`src/rtl/apb_ram_pkg.sv`:
```
// Shared types and constants for the APB4 wait-state RAM slave and its storage array.
package apb_ram_pkg;

    typedef enum logic [1:0] {
        IDLE = 2'd0,
        WAIT = 2'd1,
        RESP = 2'd2
    } state_t;

    localparam int MAX_WAIT_STATES = 15;
    localparam int CNT_W           = 4;

    // Byte-offset bits within one data word (0 for an 8-bit bus).
    function automatic int lsb_bits(input int data_width);
        return $clog2(data_width / 8);
    endfunction

    function automatic int idx_bits(input int depth);
        return (depth > 1) ? $clog2(depth) : 1;
    endfunction

endpackage

```
`src/rtl/apb_ram_mem.sv`:
```
// Word-organised RAM: synchronous write with per-byte enables, combinational read.
module apb_ram_mem
    import apb_ram_pkg::*;
#(
    parameter int DATA_WIDTH = 32,
    parameter int DEPTH      = 64,
    parameter int IDX_W      = 6
) (
    input  logic                    PCLK,
    input  logic [DATA_WIDTH/8-1:0] we,
    input  logic [IDX_W-1:0]        waddr,
    input  logic [DATA_WIDTH-1:0]   wdata,
    input  logic [IDX_W-1:0]        raddr,
    output logic [DATA_WIDTH-1:0]   rdata
);

    localparam int NB = DATA_WIDTH / 8;

    logic [DATA_WIDTH-1:0] mem [DEPTH];

    always_ff @(posedge PCLK) begin
        for (int b = 0; b < NB; b++) begin
            if (we[b]) begin
                mem[waddr][8*b +: 8] <= wdata[8*b +: 8];
            end
        end
    end

    // Guard against indices past DEPTH when DEPTH is not a power of two.
    assign rdata = (32'(raddr) < DEPTH) ? mem[raddr] : '0;

endmodule

```
`src/rtl/apb4_ram_ws.sv`:
```
// APB4 slave RAM with byte strobes, programmable wait states and error response.
// Optional write protection of the lowest RO_WORDS words: define APB_RAM_WRITE_PROTECT_EN.
module apb4_ram_ws
    import apb_ram_pkg::*;
#(
    parameter int ADDR_WIDTH  = 8,
    parameter int DATA_WIDTH  = 32,
    parameter int DEPTH       = 64,
    parameter int WAIT_STATES = 1,
    parameter int RO_WORDS    = 4
) (
    input  logic                    PCLK,
    input  logic                    PRESET,
    input  logic                    PSEL,
    input  logic                    PENABLE,
    input  logic                    PWRITE,
    input  logic [ADDR_WIDTH-1:0]   PADDR,
    input  logic [DATA_WIDTH-1:0]   PWDATA,
    input  logic [DATA_WIDTH/8-1:0] PSTRB,
    output logic [DATA_WIDTH-1:0]   PRDATA,
    output logic                    PREADY,
    output logic                    PSLVERR
);

    localparam int NB    = DATA_WIDTH / 8;
    localparam int LSB   = lsb_bits(DATA_WIDTH);
    localparam int IDX_W = idx_bits(DEPTH);
    localparam int WS    = (WAIT_STATES > MAX_WAIT_STATES) ? MAX_WAIT_STATES : WAIT_STATES;

    localparam logic [CNT_W-1:0]      WS_CNT     = CNT_W'(WS);
    localparam logic [CNT_W-1:0]      CNT_ONE    = CNT_W'(1);
    localparam logic [ADDR_WIDTH-1:0] ALIGN_MASK = ADDR_WIDTH'((1 << LSB) - 1);
    localparam logic [ADDR_WIDTH:0]   DEPTH_LIM  = (ADDR_WIDTH + 1)'(DEPTH);
    localparam logic [ADDR_WIDTH:0]   RO_LIM     = (ADDR_WIDTH + 1)'(RO_WORDS);

`ifdef APB_RAM_WRITE_PROTECT_EN
    localparam bit WP_EN = 1'b1;
`else
    localparam bit WP_EN = 1'b0;
`endif

    state_t                state, state_n;
    logic [CNT_W-1:0]      cnt, cnt_n;
    logic [IDX_W-1:0]      lat_idx, lat_idx_n;
    logic                  lat_write, lat_write_n;
    logic                  lat_err, lat_err_n;
    logic [DATA_WIDTH-1:0] prdata_n;
    logic                  pready_n;
    logic                  pslverr_n;

    logic [ADDR_WIDTH-1:0] cur_idx;
    logic                  cur_err;
    logic [IDX_W-1:0]      mem_raddr;
    logic [DATA_WIDTH-1:0] mem_rdata;
    logic [NB-1:0]         mem_we;

    // Decode of the address currently on the bus; only meaningful in the setup phase.
    assign cur_idx = PADDR >> LSB;
    assign cur_err = (|(PADDR & ALIGN_MASK))
                   | ({1'b0, cur_idx} >= DEPTH_LIM)
                   | (WP_EN & PWRITE & ({1'b0, cur_idx} < RO_LIM));

    // With zero wait states the read completes straight out of setup, before idx is latched.
    assign mem_raddr = (state == IDLE) ? cur_idx[IDX_W-1:0] : lat_idx;

    apb_ram_mem #(
        .DATA_WIDTH (DATA_WIDTH),
        .DEPTH      (DEPTH),
        .IDX_W      (IDX_W)
    ) u_mem (
        .PCLK  (PCLK),
        .we    (mem_we),
        .waddr (lat_idx),
        .wdata (PWDATA),
        .raddr (mem_raddr),
        .rdata (mem_rdata)
    );

    always_ff @(posedge PCLK or posedge PRESET) begin
        if (PRESET) begin
            state     <= IDLE;
            cnt       <= '0;
            lat_idx   <= '0;
            lat_write <= 1'b0;
            lat_err   <= 1'b0;
            PRDATA    <= '0;
            PREADY    <= 1'b0;
            PSLVERR   <= 1'b0;
        end else begin
            state     <= state_n;
            cnt       <= cnt_n;
            lat_idx   <= lat_idx_n;
            lat_write <= lat_write_n;
            lat_err   <= lat_err_n;
            PRDATA    <= prdata_n;
            PREADY    <= pready_n;
            PSLVERR   <= pslverr_n;
        end
    end

    // PREADY/PSLVERR default low so every exit from RESP (or a dropped PSEL) clears them.
    always_comb begin
        state_n     = state;
        cnt_n       = cnt;
        lat_idx_n   = lat_idx;
        lat_write_n = lat_write;
        lat_err_n   = lat_err;
        prdata_n    = PRDATA;
        pready_n    = 1'b0;
        pslverr_n   = 1'b0;
        mem_we      = '0;

        case (state)
            IDLE: begin
                if (PSEL && !PENABLE) begin
                    lat_idx_n   = cur_idx[IDX_W-1:0];
                    lat_write_n = PWRITE;
                    lat_err_n   = cur_err;
                    cnt_n       = WS_CNT;
                    if (WS == 0) begin
                        state_n   = RESP;
                        pready_n  = 1'b1;
                        pslverr_n = cur_err;
                        if (!PWRITE) begin
                            prdata_n = cur_err ? '0 : mem_rdata;
                        end
                    end else begin
                        state_n = WAIT;
                    end
                end
            end

            WAIT: begin
                if (!PSEL) begin
                    state_n = IDLE;
                end else begin
                    cnt_n = cnt - CNT_ONE;
                    if (cnt <= CNT_ONE) begin
                        state_n   = RESP;
                        pready_n  = 1'b1;
                        pslverr_n = lat_err;
                        if (!lat_write) begin
                            prdata_n = lat_err ? '0 : mem_rdata;
                        end
                    end
                end
            end

            RESP: begin
                state_n = IDLE;
                if (PSEL && PENABLE && lat_write && !lat_err) begin
                    mem_we = PSTRB;
                end
            end

            default: begin
                state_n = IDLE;
            end
        endcase
    end

endmodule

```
`config.mk`:
```
export PLATFORM = sky130hd
export DESIGN_NAME = apb4_ram_ws
export DESIGN_NICKNAME = d
export VERILOG_FILES = /design/src/rtl/apb_ram_pkg.sv /design/src/rtl/apb_ram_mem.sv /design/src/rtl/apb4_ram_ws.sv
export SDC_FILE = /design/constraint.sdc
export NUM_CORES = 2
export LEC_CHECK = 0
export CAP_MARGIN = 20
export CORE_ASPECT_RATIO = 0.75
export CORE_MARGIN = 5
export CORE_UTILIZATION = 30
export CTS_CLUSTER_SIZE = 16
export DETAILED_ROUTE_END_ITERATION = 8
export GPL_TIMING_DRIVEN = 0
export SLEW_MARGIN = 20
export SYNTH_ARGS = -nofsm -noshare
export SYNTH_HDL_FRONTEND = slang
export SYNTH_SLANG_ARGS = --single-unit
```
`constraint.sdc`:
```
create_clock -name PCLK -period 3.22 [get_ports PCLK]
set_input_delay 0.805 -clock PCLK [delete_from_list [all_inputs] [get_ports PCLK]]
set_output_delay 0.805 -clock PCLK [all_outputs]
set_load 0.005 [all_outputs]
```
* After elaboration in Yosys (flattened, before gate mapping)
Memory sizes are Yosys's and may differ from the RTL's. Index checks and enable logic that the tools add are counted.
Word-level totals: register bits after elaboration 48, RAM bits 2048, input bits 49, output and inout port bits 34, memories kept 1
Memories:
- u_mem.mem | depth 64, width 32, read ports 1, clocked after Yosys merged registers in 0, wr ports 1, line apb_ram_mem.sv:19 | logic [DATA_WIDTH-1:0] mem [DEPTH];
Cells by class: $add $sub $neg 1, $lt $le $gt $ge 2, equal/unequal tests 5, multiplexer cells 25, bitwise logic cells 2, reductions and logical operators 13
Operators by type and width (count):
- two-way mux 32 bit | 1
- two-way mux 4 bit | 4
- two-way mux 1 bit | 14
- case mux 4 bit (2 select lines) | 1
- >= comparator 6 x 7 -> 1 bit, second input constant | 1
- two-way mux 2 bit | 3
- two-way mux 6 bit | 1
- less-or-equal comparator 4 x 1 -> 1 bit, second input constant | 1
- logical AND 1 bit | 4
- case mux 2 bit (2 select lines) | 1
- AND reduction 2 bit | 2
- AND reduction 4 bit | 1
- subtractor 4 x 1 -> 4 bit, second input constant | 1
- != test 3 bit, second input constant | 1
- AND reduction 3 bit | 1
- equality test 2 x 1 -> 1 bit, second input constant | 1
- equality test 2 bit, second input constant | 1
- logical NOT 1 bit | 2
- logical NOT 2 bit | 1
- != test 2 x 1 -> 1 bit, second input constant | 1
- != test 2 bit, second input constant | 1
- nonzero test 2 bit | 1
- OR reduction 2 bit | 1
- inverter 1 bit | 1
- OR 1 bit | 1

* Depth between registers and ports, before layout
word-level depth 7, mapped depth 12, depth with buffers taken out 8

* By module
A second synthesis with hierarchy kept.
Second synthesis, totals: cell total of the unflattened synthesis 4100, area, all modules 83356.2 µm²
By module, submodules not included:
- apb_ram_mem | instances 1, cells an instance 3917, area an instance 80996.4 µm²
- apb4_ram_ws | instances 1, cells an instance 183, area an instance 2359.8 µm²

* Worst setup path after synthesis
No wires, ideal clock.
path type input-to-reg, from input port PADDR[2], to register PRDATA[1], library setup time 0.132 ns, arrival time 2.865 ns, data required time 3.088 ns, path slack 0.223 ns, cell stages on the path 9, buffers on the path 3, path through buf_4 or3b_1 buf_2 nand2_8 buf_2 mux4_2 a222oi_1 a21boi_1 nand3_1
On the way: longest elaborated chain between the ends 3
RTL lines:
- start: declaration | line apb4_ram_ws.sv:17 | input logic [ADDR_WIDTH-1:0] PADDR,
- two-way mux 6 bit | line apb4_ram_ws.sv:64 | assign mem_raddr = (state == IDLE) ? cur_idx[IDX_W-1:0] : lat_idx;
- memory read (64 x 32 bit)
- two-way mux 32 bit | line apb4_ram_ws.sv:143 | prdata_n = lat_err ? '0 : mem_rdata;
- end signal: assignment | line apb4_ram_ws.sv:95 | PRDATA <= prdata_n;
- end: declaration | line apb4_ram_ws.sv:20 | output logic [DATA_WIDTH-1:0] PRDATA,
No other way between the ends. A chain may end at the register's enable or synchronous reset.

* Worst setup path in the final report
from register state[1], to register PRDATA[0]
On the way: longest elaborated chain between the ends 4
RTL lines:
- start: declaration | line apb4_ram_ws.sv:42 | state_t state, state_n;
- start signal: assignment | line apb4_ram_ws.sv:90 | state <= state_n;
- logical NOT 2 bit | line apb4_ram_ws.sv:64
- two-way mux 6 bit | line apb4_ram_ws.sv:64
- memory read (64 x 32 bit)
- two-way mux 32 bit | line apb4_ram_ws.sv:143
Several ways; a longest one is shown, not always the timed one.

==> impl_metrics.json <==
{
  "min_from": "PWDATA[17]",
  "grt_use_total": 0.260,
  "path_clk_slew_ns": 0.07,
  "ys_seq_area_frac": 0.738,
  "synth_top_area_cell": "edfxtp_1",
  "p_per_area_nw_per_um2": 804,
  "h-tree-depth": 4,
  "tritoncts": "yes",
  "antenna_found_initial": 46,
  "place_area_um2": 92900,
  "clockPowerShare": 0.285,
  "root_buffer": "clkbuf_16",
  "rsz0062_at_grt": "yes",
  "rr_startpoint": "state[1]$_DFFE_PP0P_",
  "synth_top_family_by_area": "compound AO/OA/AOI/OAI gates",
  "drc_errors": 32,
  "place_hpwl_um": 289000,
  "max_freq_mhz": 279,
  "synth_compound_area_frac": 0.109,
  "clock-sinks": 2096,
  "die_x_um": 625,
  "hold_slack_ns": 0.220,
  "grt_max_degree": 65,
  "layout.nets": 6193,
  "start_util": 0.301,
  "syn_nets": 5606,
  "synth_cell_type_count": 82,
  "slew_viol_final": 0,
  "cp-start-kind": "flip-flop",
  "synthMuxAreaShare": 0.0353,
  "grt_pass1_vias": 56048,
  "numCtsBuffers": 207,
  "cp.arrival_ns": 4.38,
  "synth_edf_count": 2048,
  "synthXorXnorAreaFrac": 0.000206,
  "syn-cell-area_um2": 85000,
  "fin_area_um2": 109000,
  "area_delta_synth_final_pct": 28.9,
  "hp-class": "primary input to flip-flop",
  "drv_cap": 0,
  "vdd_ir_drop_max_uv": 742,
  "tightest_slew_ns": 1.21,
  "critical-path-slowest-cell": "a222oi_1",
  "finalCritPeriodShare": 1.11,
  "fin_tns_setup_ns": -23.21,
  "cp.required_ns": 4.02,
  "rows": 169,
  "slew_headroom": 0.191,
  "core-area_um2": 282000,
  "synthSimpleGateAreaFrac": 0.0903,
  "wl_per_cell_um": 39.5,
  "synth_fa_ha_area_frac": 0.000295,
  "synth_seq_cells": 2096,
  "status": "complete, but fails checks",
  "combPwrFrac": 0.371,
  "die_y_um": 471,
  "cp_cell_sequence": "buf_12 -> or3b_4 -> buf_8 -> nand2_8 -> buf_12 -> buf_16 -> buf_12 -> nand2_2 -> a222oi_1 -> a22oi_2 -> nand3_2",
  "cts_buffer_depth": 3,
  "p_leak_nw": 35.5,
  "drt_wl_total_um": 400000,
  "via_count": 62102,
  "post-route-min-period_ns": 3.58,
  "swShare": 0.376,
  "async_reset_ff_frac": 0.0229,
  "startpoint": "state[1]$_DFFE_PP0P_",
  "syn_inst": 5555,
  "setup_viol": 380,
  "crit_type": "flip-flop to flip-flop",
  "synth_area_leaders": "edfxtp_1 (72%), a211oi_1 (3.0%), and3_1 (2.7%)",
  "synth_area_per_cell_um2": 15.3,
  "grt.overflow.total": 0,
  "violations": "design-rule violations, negative setup slack",
  "drive_gt1_frac": 0.317,
  "synth_ff_type": "edfxtp_1",
  "setup.worst_path.end_class": "flip-flop",
  "grt_pass1_wl_um": 518000,
  "insertion_delay_ns": 0.87,
  "place.port_buffers": 81,
  "drt_iter0_markers": 11364,
  "hold_buffers": 0,
  "post-synth-top-area-fraction": 0.724,
  "drtAntennaViolNets": 0,
  "fin_util": 0.388,
  "p_int_mw": 55.0,
  "gp_congestion": 1.05,
  "cpMostUsedCell": "buf_12",
  "die_area_um2": 294000,
  "ys_warn_count": 0,
  "cp_slowest_stage_delay_ns": 1.02,
  "seq_power_share": 0.344,
  "fin_skew_ns": 0.0671,
  "drtPass1Iterations": 9,
  "io_pins": 83,
  "cp_max_fo": 5,
  "setup_slack_ns": -0.365,
  "p_switching_mw": 33.1,
  "hold_viol_final": 0,
  "drt-vias-per-instance": 6.15
}
[metrics by stage]
step | power (mW) | setup WS, ns | instances
floorplan | 41.3 | 0.223 | 5555
global placement | 53.3 | -3.79 | 9398
finish | 88.0 | -0.365 | 10106
global route | 88.8 | -0.319 | 10082
detailed placement | 54.5 | -3.01 | 9508
CTS | 84.0 | -0.214 | 9983
[cell families (layout without fill, tap and decap cells)]
kind of cell,Yosys count,count (layout)
DFF,2096,2096
and+or+nand+nor,1426,1427
AOI/OAI and AO/OA,1336,1336
buffers and inverters,479,1238
muxes,214,214
adders and majority gates,2,2
xor gates and xnor gates,2,2
other,0,29
[power groups by stage]
stage,registers (mW),clock network (mW),logic (mW)
floorplan,30.7,0,10.5
global placement,31.0,0,22.4
detailed placement,30.8,0,23.6
CTS,30.3,25.0,28.6
global route,30.3,26.2,32.3
finish,30.3,25.1,32.6
[cell usage after synthesis, types with 24 or more instances]
master,instances
and3_1,368
nor4bb_1,89
nor3_1,190
a2111oi_0,72
mux4_2,68
a31o_2,74
mux2i_1,140
nor2_1,289
buf_4,31
o21ai_0,299
nand2_1,249
dfrtp_1,48
buf_6,31
buf_2,119
o41ai_1,26
a222oi_1,26
a21oi_1,229
nor4_1,24
a32oi_1,27
edfxtp_1,2048
a31oi_1,34
nand3_1,139
a22oi_1,31
clkbuf_1,282
a211oi_1,338
[placed cells by master, fill, tap and decap left out, types with 27 or more instances in the layout]
cell type and instances:
and3_1 367, nand2_1 238, edfxtp_1 2048, nor3_1 183, diode_2 29, nor2_2 35, clkbuf_8 31, clkbuf_1 83
clkinv_1 39, clkbuf_2 84, a31oi_1 32, buf_4 261, nor2_4 230, nand3_1 125, a22oi_2 27, clkinv_2 31
nor4bb_4 69, clkdlybuf4s50_1 47, o21ai_1 29, a211oi_4 34, buf_8 44, clkbuf_4 73, mux2i_1 135, a211oi_1 193
buf_6 105, a2111oi_2 35, a31o_2 74, buf_12 77, buf_16 35, mux4_2 68, clkbuf_16 224, a211oi_2 121
buf_2 49, a21oi_1 223, dfrtp_1 46, o21ai_0 262
[sequential cells by signal, indices dropped and copies added, names as in the netlist]
signal and flops:
PRDATA 32, PSLVERR 1, lat_err 1, lat_idx 6, u_mem.mem 2048, lat_write 1
state 2, PREADY 1, cnt 4
[final timing paths]
path | end | slack, ns | cells past startpoint
setup / recovery | PRDATA[0]$_DFFE_PP0P_ | -0.36 | 11
hold / removal | u_mem.mem[12][17]$_DFFE_PP_ | 0.22 | 1
setup reg to reg | PRDATA[0]$_DFFE_PP0P_ | -0.36 | 11
hold reg to reg | lat_write$_DFFE_PP0P_ | 0.54 | 1
max in group asynchronous | state[1]$_DFFE_PP0P_ | 2.07 | 3
min in group asynchronous | lat_idx[5]$_DFFE_PP0P_ | 0.59 | 2
[repair_timing]
item | CTS | global route
endpoints found under the setup margin | 2080 | 1637
setup buffers | 99 | 100
cloned | 3 | 4
pin swaps | 139 | 146
resized for setup | 1478 | 520
[cell type report]
class | instances | area (um2)
Antenna cell | 29 | 72.6
Tap cell | 3762 | 4710
Inverter | 7 | 28.8
Timing Repair Buffer | 388 | 4330
Fill cell | 25660 | 173000
Buffer | 461 | 4500
Multi-Input combinational cell | 2981 | 26300
Clock buffer | 269 | 5600
Sequential cell | 2096 | 62700
Clock inverter | 113 | 1310
[critical path: cells and delay by family, from the launching register on]
kind	cells	cell delay, ns
buffers and inverters	5	0.79
flip-flops	1	0.50
AO/OA/AOI/OAI	2	1.43
AND/OR/NAND/NOR	4	0.75
[metal layers]
layer / wire, um / global-route usage / up-vias
met5: 646 / 0.00244 / -
met1: 153000 / 0.355 / 31947
li1: - / - / 23590
met3: 71100 / 0.137 / 945
met2: 155000 / 0.340 / 5600
met4: 20400 / 0.108 / 20
Note: power is estimated with default switching activity, not from simulation.
